### config.mk
export PLATFORM = sky130hd
export DESIGN_NAME = sc_scbc_gsr_mc
export DESIGN_NICKNAME = d
export VERILOG_FILES = /design/src/rtl/sc_scbc_gsr_mc_pkg.sv /design/src/rtl/sc_scbc_gsr_mc_sync.sv /design/src/rtl/sc_scbc_gsr_mc.sv
export SDC_FILE = /design/constraint.sdc
export NUM_CORES = 1
export LEC_CHECK = 0
export CAP_MARGIN = 10
export CORE_ASPECT_RATIO = 0.9
export CORE_UTILIZATION = 40
export DETAILED_ROUTE_END_ITERATION = 7
export PLACE_DENSITY_LB_ADDON = 0.08
export SYNTH_ARGS = -nofsm -noshare
export SYNTH_HDL_FRONTEND = slang
export SYNTH_SLANG_ARGS = --single-unit
### constraint.sdc
create_clock -name SYSCLK -period 3.2 [get_ports SYSCLK]
set_input_delay 0.48 -clock SYSCLK [delete_from_list [all_inputs] [get_ports SYSCLK]]
set_output_delay 0.48 -clock SYSCLK [all_outputs]
set_load 0.01 [all_outputs]
### src/rtl/sc_scbc_gsr_mc_pkg.sv
// Shared SCBC register-bus definitions: offsets, reset values, field layouts
// and the decode/byte-enable write helpers used by the status/control blocks.
package sc_scbc_reg_pkg;

    localparam logic [7:0] scbcVER_p  = 8'h00;
    localparam logic [7:0] scbcUPC2_p = 8'h04;
    localparam logic [7:0] scbcISR2_p = 8'h08;
    localparam logic [7:0] scbcIER2_p = 8'h0C;
    localparam logic [7:0] scbcIMR_p  = 8'h10;

    localparam logic [31:0] scbcVER_init  = 32'h0002_0100;
    localparam logic [31:0] scbcUPC2_init = '0;
    localparam logic [31:0] scbcISR2_init = '0;
    localparam logic [31:0] scbcIER2_init = '0;
    localparam logic [31:0] scbcIMR_init  = '0;

    localparam logic [31:0] scbcISR2_w1c_mask = 32'hFFFF_FFFF;
    localparam logic [31:0] scbcUPC2_ro_mask  = 32'h0000_0104;

    typedef struct packed {
        logic [22:0] rsvd1;
        logic        ulpi_clk_st;
        logic [4:0]  rsvd0;
        logic        rst_pulse;
        logic        ulpi_power_down;
        logic        ulpi_reset;
    } scbcUPC2_t;

    typedef struct packed {
        logic        phy_timeout;
        logic [30:0] src;
    } scbcIrq_t;

    typedef enum logic [1:0] {
        IDLE,
        PULSE,
        WAIT_CLK
    } scbcRstSeq_e;

    function automatic logic isRegHit(input logic [63:0] adr, input logic [7:0] offset);
        return adr == {56'd0, offset};
    endfunction

    // Merge write data into the current value, one byte lane per enable bit.
    function automatic logic [31:0] scRegWr(input logic [31:0] cur, input logic [31:0] wdat,
                                            input logic [3:0] ben);
        logic [31:0] m;
        m = '0;
        for (int unsigned b = 0; b < 4; b++) begin
            if (ben[b]) m[b*8 +: 8] = 8'hFF;
        end
        return (cur & ~m) | (wdat & m);
    endfunction

endpackage

### src/rtl/sc_scbc_gsr_mc_sync.sv
// Multi-bit flop-chain synchroniser for asynchronous status inputs.
module sc_scbc_sync #(
    parameter int unsigned WIDTH  = 1,
    parameter int unsigned STAGES = 2
) (
    input  logic             clk,
    input  logic             rst,
    input  logic [WIDTH-1:0] d,
    output logic [WIDTH-1:0] q
);

    logic [STAGES-1:0][WIDTH-1:0] chain;

    always_ff @(posedge clk) begin
        if (rst) begin
            chain <= '0;
        end else begin
            chain[0] <= d;
            for (int unsigned i = 1; i < STAGES; i++) begin
                chain[i] <= chain[i-1];
            end
        end
    end

    assign q = chain[STAGES-1];

endmodule

### src/rtl/sc_scbc_gsr_mc.sv
// SCBC general status/control block: version, ULPI PHY control with timed
// auto-reset sequencer, and an interrupt controller with sticky/level status.
module sc_scbc_gsr_mc
    import sc_scbc_reg_pkg::*;
#(
    parameter int unsigned ADDR_WIDTH       = 32,
    parameter int unsigned NUM_IRQ          = 8,
    parameter int unsigned SYNC_STAGES      = 2,
    parameter int unsigned RST_PULSE_CYCLES = 64,
    parameter int unsigned CLK_TIMEOUT      = 4096
) (
    input  logic                  SYSCLK,
    input  logic                  SYSRST,
    output logic                  INTERRUPT,
    input  logic                  WENB,
    input  logic [ADDR_WIDTH-1:0] WADR,
    input  logic [31:0]           WDAT,
    input  logic [3:0]            WBEN,
    input  logic                  RENB,
    input  logic [ADDR_WIDTH-1:0] RADR,
    output logic [31:0]           RDAT,
    input  logic [NUM_IRQ-1:0]    IRQ_SRC,
    output logic                  ULPI_PWRDWNB,
    output logic                  ULPI_RSTB,
    input  logic                  ULPI_CLKSTATE
);

    localparam int unsigned CNT_MAX = (RST_PULSE_CYCLES > CLK_TIMEOUT) ? RST_PULSE_CYCLES : CLK_TIMEOUT;
    localparam int unsigned CNT_W   = $clog2(CNT_MAX + 1);
    localparam logic [CNT_W-1:0] PULSE_LOAD = CNT_W'(RST_PULSE_CYCLES - 1);
    localparam logic [CNT_W-1:0] WAIT_LOAD  = CNT_W'(CLK_TIMEOUT - 1);
    localparam logic [31:0] SRC_MASK = (32'd1 << NUM_IRQ) - 32'd1;
    localparam logic [31:0] IRQ_MASK = SRC_MASK | 32'h8000_0000;

    logic [NUM_IRQ-1:0] irq_sync, irq_prev;
    logic               clk_sync;
    logic               ulpi_reset, ulpi_pwrdn;
    logic [31:0]        isr, ier, imr, isr_next;
    logic [31:0]        set_vec, edge_mask, w1c, rd_val;
    logic               irq_out;
    logic [31:0]        rdat;
    scbcUPC2_t          upc_rd;
    scbcRstSeq_e        state, state_next;
    logic [CNT_W-1:0]   cnt, cnt_next;
    logic               seq_start, seq_timeout;
    logic               wr_upc, wr_isr, wr_ier, wr_imr;

    sc_scbc_sync #(.WIDTH(NUM_IRQ), .STAGES(SYNC_STAGES)) u_irq_sync (
        .clk(SYSCLK), .rst(SYSRST), .d(IRQ_SRC), .q(irq_sync)
    );

    sc_scbc_sync #(.WIDTH(1), .STAGES(SYNC_STAGES)) u_clk_sync (
        .clk(SYSCLK), .rst(SYSRST), .d(ULPI_CLKSTATE), .q(clk_sync)
    );

    assign wr_upc    = WENB && isRegHit(64'(WADR), scbcUPC2_p);
    assign wr_isr    = WENB && isRegHit(64'(WADR), scbcISR2_p);
    assign wr_ier    = WENB && isRegHit(64'(WADR), scbcIER2_p);
    assign wr_imr    = WENB && isRegHit(64'(WADR), scbcIMR_p);
    assign seq_start = wr_upc && WBEN[0] && WDAT[2];

    always_comb begin
        state_next  = state;
        cnt_next    = cnt;
        seq_timeout = 1'b0;
        unique case (state)
            IDLE: begin
                if (seq_start) begin
                    state_next = PULSE;
                    cnt_next   = PULSE_LOAD;
                end
            end
            PULSE: begin
                if (cnt == '0) begin
                    state_next = WAIT_CLK;
                    cnt_next   = WAIT_LOAD;
                end else begin
                    cnt_next = cnt - CNT_W'(1);
                end
            end
            WAIT_CLK: begin
                if (clk_sync) begin
                    state_next = IDLE;
                end else if (cnt == '0) begin
                    state_next  = IDLE;
                    seq_timeout = 1'b1;
                end else begin
                    cnt_next = cnt - CNT_W'(1);
                end
            end
            default: state_next = IDLE;
        endcase
    end

    always_ff @(posedge SYSCLK) begin
        if (SYSRST) begin
            state <= IDLE;
            cnt   <= '0;
        end else begin
            state <= state_next;
            cnt   <= cnt_next;
        end
    end

    // Edge-mode bits (and the timeout bit) are sticky with W1C, where a new
    // set beats a same-cycle clear; level-mode bits simply mirror the synced input.
    always_comb begin
        set_vec   = 32'(irq_sync & ~irq_prev) | {seq_timeout, 31'd0};
        edge_mask = (imr | 32'h8000_0000) & IRQ_MASK;
        w1c       = wr_isr ? (scRegWr('0, WDAT, WBEN) & scbcISR2_w1c_mask) : '0;
        isr_next  = ((((isr & ~w1c) | set_vec) & edge_mask) | (32'(irq_sync) & ~edge_mask)) & IRQ_MASK;
    end

    always_comb begin
        upc_rd                 = '0;
        upc_rd.ulpi_reset      = ulpi_reset;
        upc_rd.ulpi_power_down = ulpi_pwrdn;
        upc_rd.rst_pulse       = (state != IDLE);
        upc_rd.ulpi_clk_st     = clk_sync;

        rd_val = '0;
        if (isRegHit(64'(RADR), scbcVER_p))       rd_val = scbcVER_init;
        else if (isRegHit(64'(RADR), scbcUPC2_p)) rd_val = upc_rd;
        else if (isRegHit(64'(RADR), scbcISR2_p)) rd_val = isr;
        else if (isRegHit(64'(RADR), scbcIER2_p)) rd_val = ier;
        else if (isRegHit(64'(RADR), scbcIMR_p))  rd_val = imr;
    end

    always_ff @(posedge SYSCLK) begin
        if (SYSRST) begin
            ulpi_reset <= scbcUPC2_init[0];
            ulpi_pwrdn <= scbcUPC2_init[1];
            isr        <= scbcISR2_init;
            ier        <= scbcIER2_init;
            imr        <= scbcIMR_init;
            irq_prev   <= '0;
            rdat       <= '0;
            irq_out    <= 1'b0;
        end else begin
            if (wr_upc && WBEN[0]) begin
                ulpi_reset <= WDAT[0];
                ulpi_pwrdn <= WDAT[1];
            end
            if (wr_ier) ier <= scRegWr(ier, WDAT, WBEN) & IRQ_MASK;
            if (wr_imr) imr <= scRegWr(imr, WDAT, WBEN) & SRC_MASK;
            isr      <= isr_next;
            irq_prev <= irq_sync;
            rdat     <= RENB ? rd_val : '0;
            irq_out  <= |(isr & ier);
        end
    end

    assign RDAT         = rdat;
    assign INTERRUPT    = irq_out;
    assign ULPI_RSTB    = ~(ulpi_reset | (state == PULSE));
    assign ULPI_PWRDWNB = ~ulpi_pwrdn;

endmodule
==> metrics.md <==
| Metric | Value |
|---|---|
| Critical path origin | WADR[19] |
| Peak supply drop | between 200 and 300 uV |
| Leakage | approximately 1.9 nW |
| Total wire length | roughly 9500 um |
| Yosys cell types | 58 |
| Area of the multi-input gates | ~1900 um^2 |
| FILL cells | 880 |
| Min Clock Period, post-route | roughly 2.8 ns |
| RSZ-0062 raised after global routing | false |
| Sequential area share after synthesis | between 40% and 50% |
| Clock Skew | roughly 0.011 ns |
| Post-synth top cells | 81 x dfxtp_1, 40 x nor2_1, 34 x nor2b_1, 23 x nand2_1, 22 x buf_4 |
| Yosys top cell by area | dfxtp_1 |
| RD Place Congestion | between 0.8 and 0.9 |
| Setup violators final | 0 |
| Outcome | finished, final reports clean |
| CTS buffer count | 9 |
| Fmax | 363 MHz |
| Final ANT Viol Nets | 0 |
| Max cap viols | 0 |
| Worst hold path endpoint | u_irq_sync.q[7] |
| Async set-reset flop share out of synthesis | 0% |
| Antenna violations before repair | 0 |
| Critical Path Start Type | primary input |
| DR pass1 iterations | 5 |
| Die ar. | a little under 10000 um^2 |
| Die X | approximately 100 um |
| Port Buffer Count | 101 |
| Vias/cell | 5.25 |
| Resize count post-CTS | 0 |
| Syn avg cell area | about 9 um^2 |
| Crit Path Max Fanout | 11 |
| R2R Path End | cnt[4] |
| FF/Latch Area | 1620 um^2 |
| RR Startpoint | cnt[0] |
| Worst Setup Path Type | in -> reg |
| Max Slew Vio Count | 0 |
| DRT iter0 DRCs | 233 |
| Postcts setup bufs | 0 |
| Pin count of the biggest net entering global routing | 62 |
| Residual overflow from global routing | 0 |
| Share of cells above drive strength 1 | 8.43% |
| Die Y | around 94 um |
| GRT Total Usage | between 15 and 20% |
| Pwr/cell area | 486 nW/um^2 |
| Total number of vias | roughly 3400 |
| Synth top area share | 42.8% |
| Final net count | roughly 650 |
| Root buffer cell | clkbuf_8 |
| Final hold violations | 0 |
| DRC | 0 |
| Arr. time, crit path | 3.03 ns |
| Clk slew on worst S/H paths | ~0.090 ns |
| HP Class | reg -> reg |
| Synth top area cells | dfxtp_1 43%, nor2b_1 5.6%, mux2i_1 5.0% |
| Crit path cell chain | clkdlybuf4s50_1 > or4_1 > or4b_1 > buf_4 > o31ai_1 > buf_4 > a31oi_1 > a211oi_1 |
| Buf/Inv on CP | 3 |
| HPWL after detailed placement | a little under 7000 um |
| Post-synth EDFFs | 0 |
| Reg2reg setup slack | around 1.1 ns |
| Synth Warn # | 0 |
| Fin area | roughly 5100 um^2 |
| DP Area | between 4000 and 5000 um^2 |
| Worst endpoint required time | between 3 and 4 ns |
| Measured slew at the worst slew-check pin | around 0.71 ns |
| Num ports | roughly 150 |
| WHS Path Cells | 1 |
| Core Area | between 9000 and 10000 um^2 |
| Most common cell in the netlist | dfxtp_1 |
| Cells after synthesis | 416 |
| First-pass GRT wire length | about 15000 um |
| Register bit total from synthesis | between 80 and 90 |
| Top delay family on crit path | simple AND/OR/NAND/NOR gates |
| Period utilisation layout | a little under nine tenths |
| Worst slack at placement | a little over 0.08 ns |
| Post-Syn Area | approximately 3800 um^2 |
| Worst Hold Launch | u_irq_sync.chain[7] |
| Clock sink total | around 80 |
| Vias in the first global route | 3036 |
| Routed length per instance | about 15 um |
| Worst Setup Slack, final | roughly 0.45 ns |
| Post-synth top flop | dfxtp_1 |
| R2R cell count | 9 |
| Std-Cell Rows | 33 |
| CTS hold repair buffers | 0 |
| Tot Pwr | 2.48 mW |
| Setup TNS | 0 ns |
| Most common cell on crit path | buf_4 |
| Clock Path Buffers | 2 |
| Worst slew margin | 52.5% |
| Inserted Diodes | 0 |
| Critical Path Slowest Stage Cell | or4b_1 |
| CTS tree | yes |
| H-tree Lvls | 3 |
| Starting Density | around two fifths |
| CP peak stage delay | approximately 0.66 ns |
| Synthesis-to-layout area growth | 34.6% |
| Worst setup EP type | register |
| Insertion delay to the later sink of the worst-skew pair | approximately 0.36 ns |
==> per-stage QoR <==
stage	hold slack, ns	cells	utilization (%)
2_1_floorplan	0.414	436	-
3_3_place_gp	0.419	640	53.4
3_5_place_dp	0.428	640	53.4
4_1_cts	0.448	656	55.6
5_1_grt	0.451	656	55.6
6_report	0.441	656	55.6
==> cell type report <==
type	instances	share of cell area (%)
multi-input cells	302	37.6
flip-flops and latches	81	31.8
repair buffers	116	22.2
well taps	122	2.99
clock buffers	9	2.43
clock inverters	7	1.60
inverters	19	1.40
==> worst max path at each step <==
stage / end / cells after the start
2_1_floorplan: cnt[12] / 6
4_1_cts: cnt[9] / 8
3_3_place_gp: cnt[4] / 6
3_5_place_dp: cnt[9] / 8
6_report: cnt[9] / 8
5_1_grt: cnt[7] / 8
==> cells in the final DEF, fill, tap and decap left out, types with 3 or more instances in the layout <==
cell type / netlist / routed
a41o_1: 4 / 4
dfxtp_1: 81 / 81
nor4_1: 15 / 15
a22o_1: 9 / 9
nand3_1: 15 / 15
nand2_1: 23 / 23
nor3_1: 9 / 9
a222oi_1: 6 / 6
mux2i_1: 19 / 19
a21oi_1: 19 / 19
buf_4: 22 / 14
o21ai_0: 9 / 9
nor2b_1: 34 / 34
nand4_1: 8 / 8
clkdlybuf4s50_1: 0 / 100
nor2_1: 40 / 40
nor3b_1: 7 / 7
o32ai_1: 3 / 3
and3_1: 9 / 9
inv_6: 0 / 3
conb_1: 1 / 21
ha_1: 4 / 4
clkbuf_8: 2 / 9
o31ai_1: 4 / 4
inv_1: 19 / 19
a31oi_1: 7 / 7
==> cell families (layout without fill, tap and decap cells) <==
| kind of cell | after synthesis | in the layout | share of synthesized area (%) |
|---|---|---|---|
| buffers and inverters | 53 | 151 | 8.56 |
| multiplexers | 19 | 19 | 5.02 |
| XOR/XNOR | 1 | 1 | 0.231 |
| adder cells (fa/ha/maj) | 4 | 4 | 1.32 |
| other | 1 | 21 | 0.0990 |
| AO/OA/AOI/OAI | 80 | 80 | 15.7 |
| flip-flops | 81 | 81 | 42.8 |
| AND/OR/NAND/NOR | 177 | 177 | 26.2 |
==> metal layers <==
metal,track usage [%],part of all wire (%)
met1,27.2,48
met2,29.7,44
met3,5.27,7.8
met4,5.00,0.93
met5,0,0
==> report_power, final <==
part	switching (mW)	total, mW	internal [mW]
clock network	0.438	0.752	0.314
registers	0.0360	1.09	1.05
logic	0.344	0.641	0.297
No activity file was read; power rests on OpenSTA's default activity.
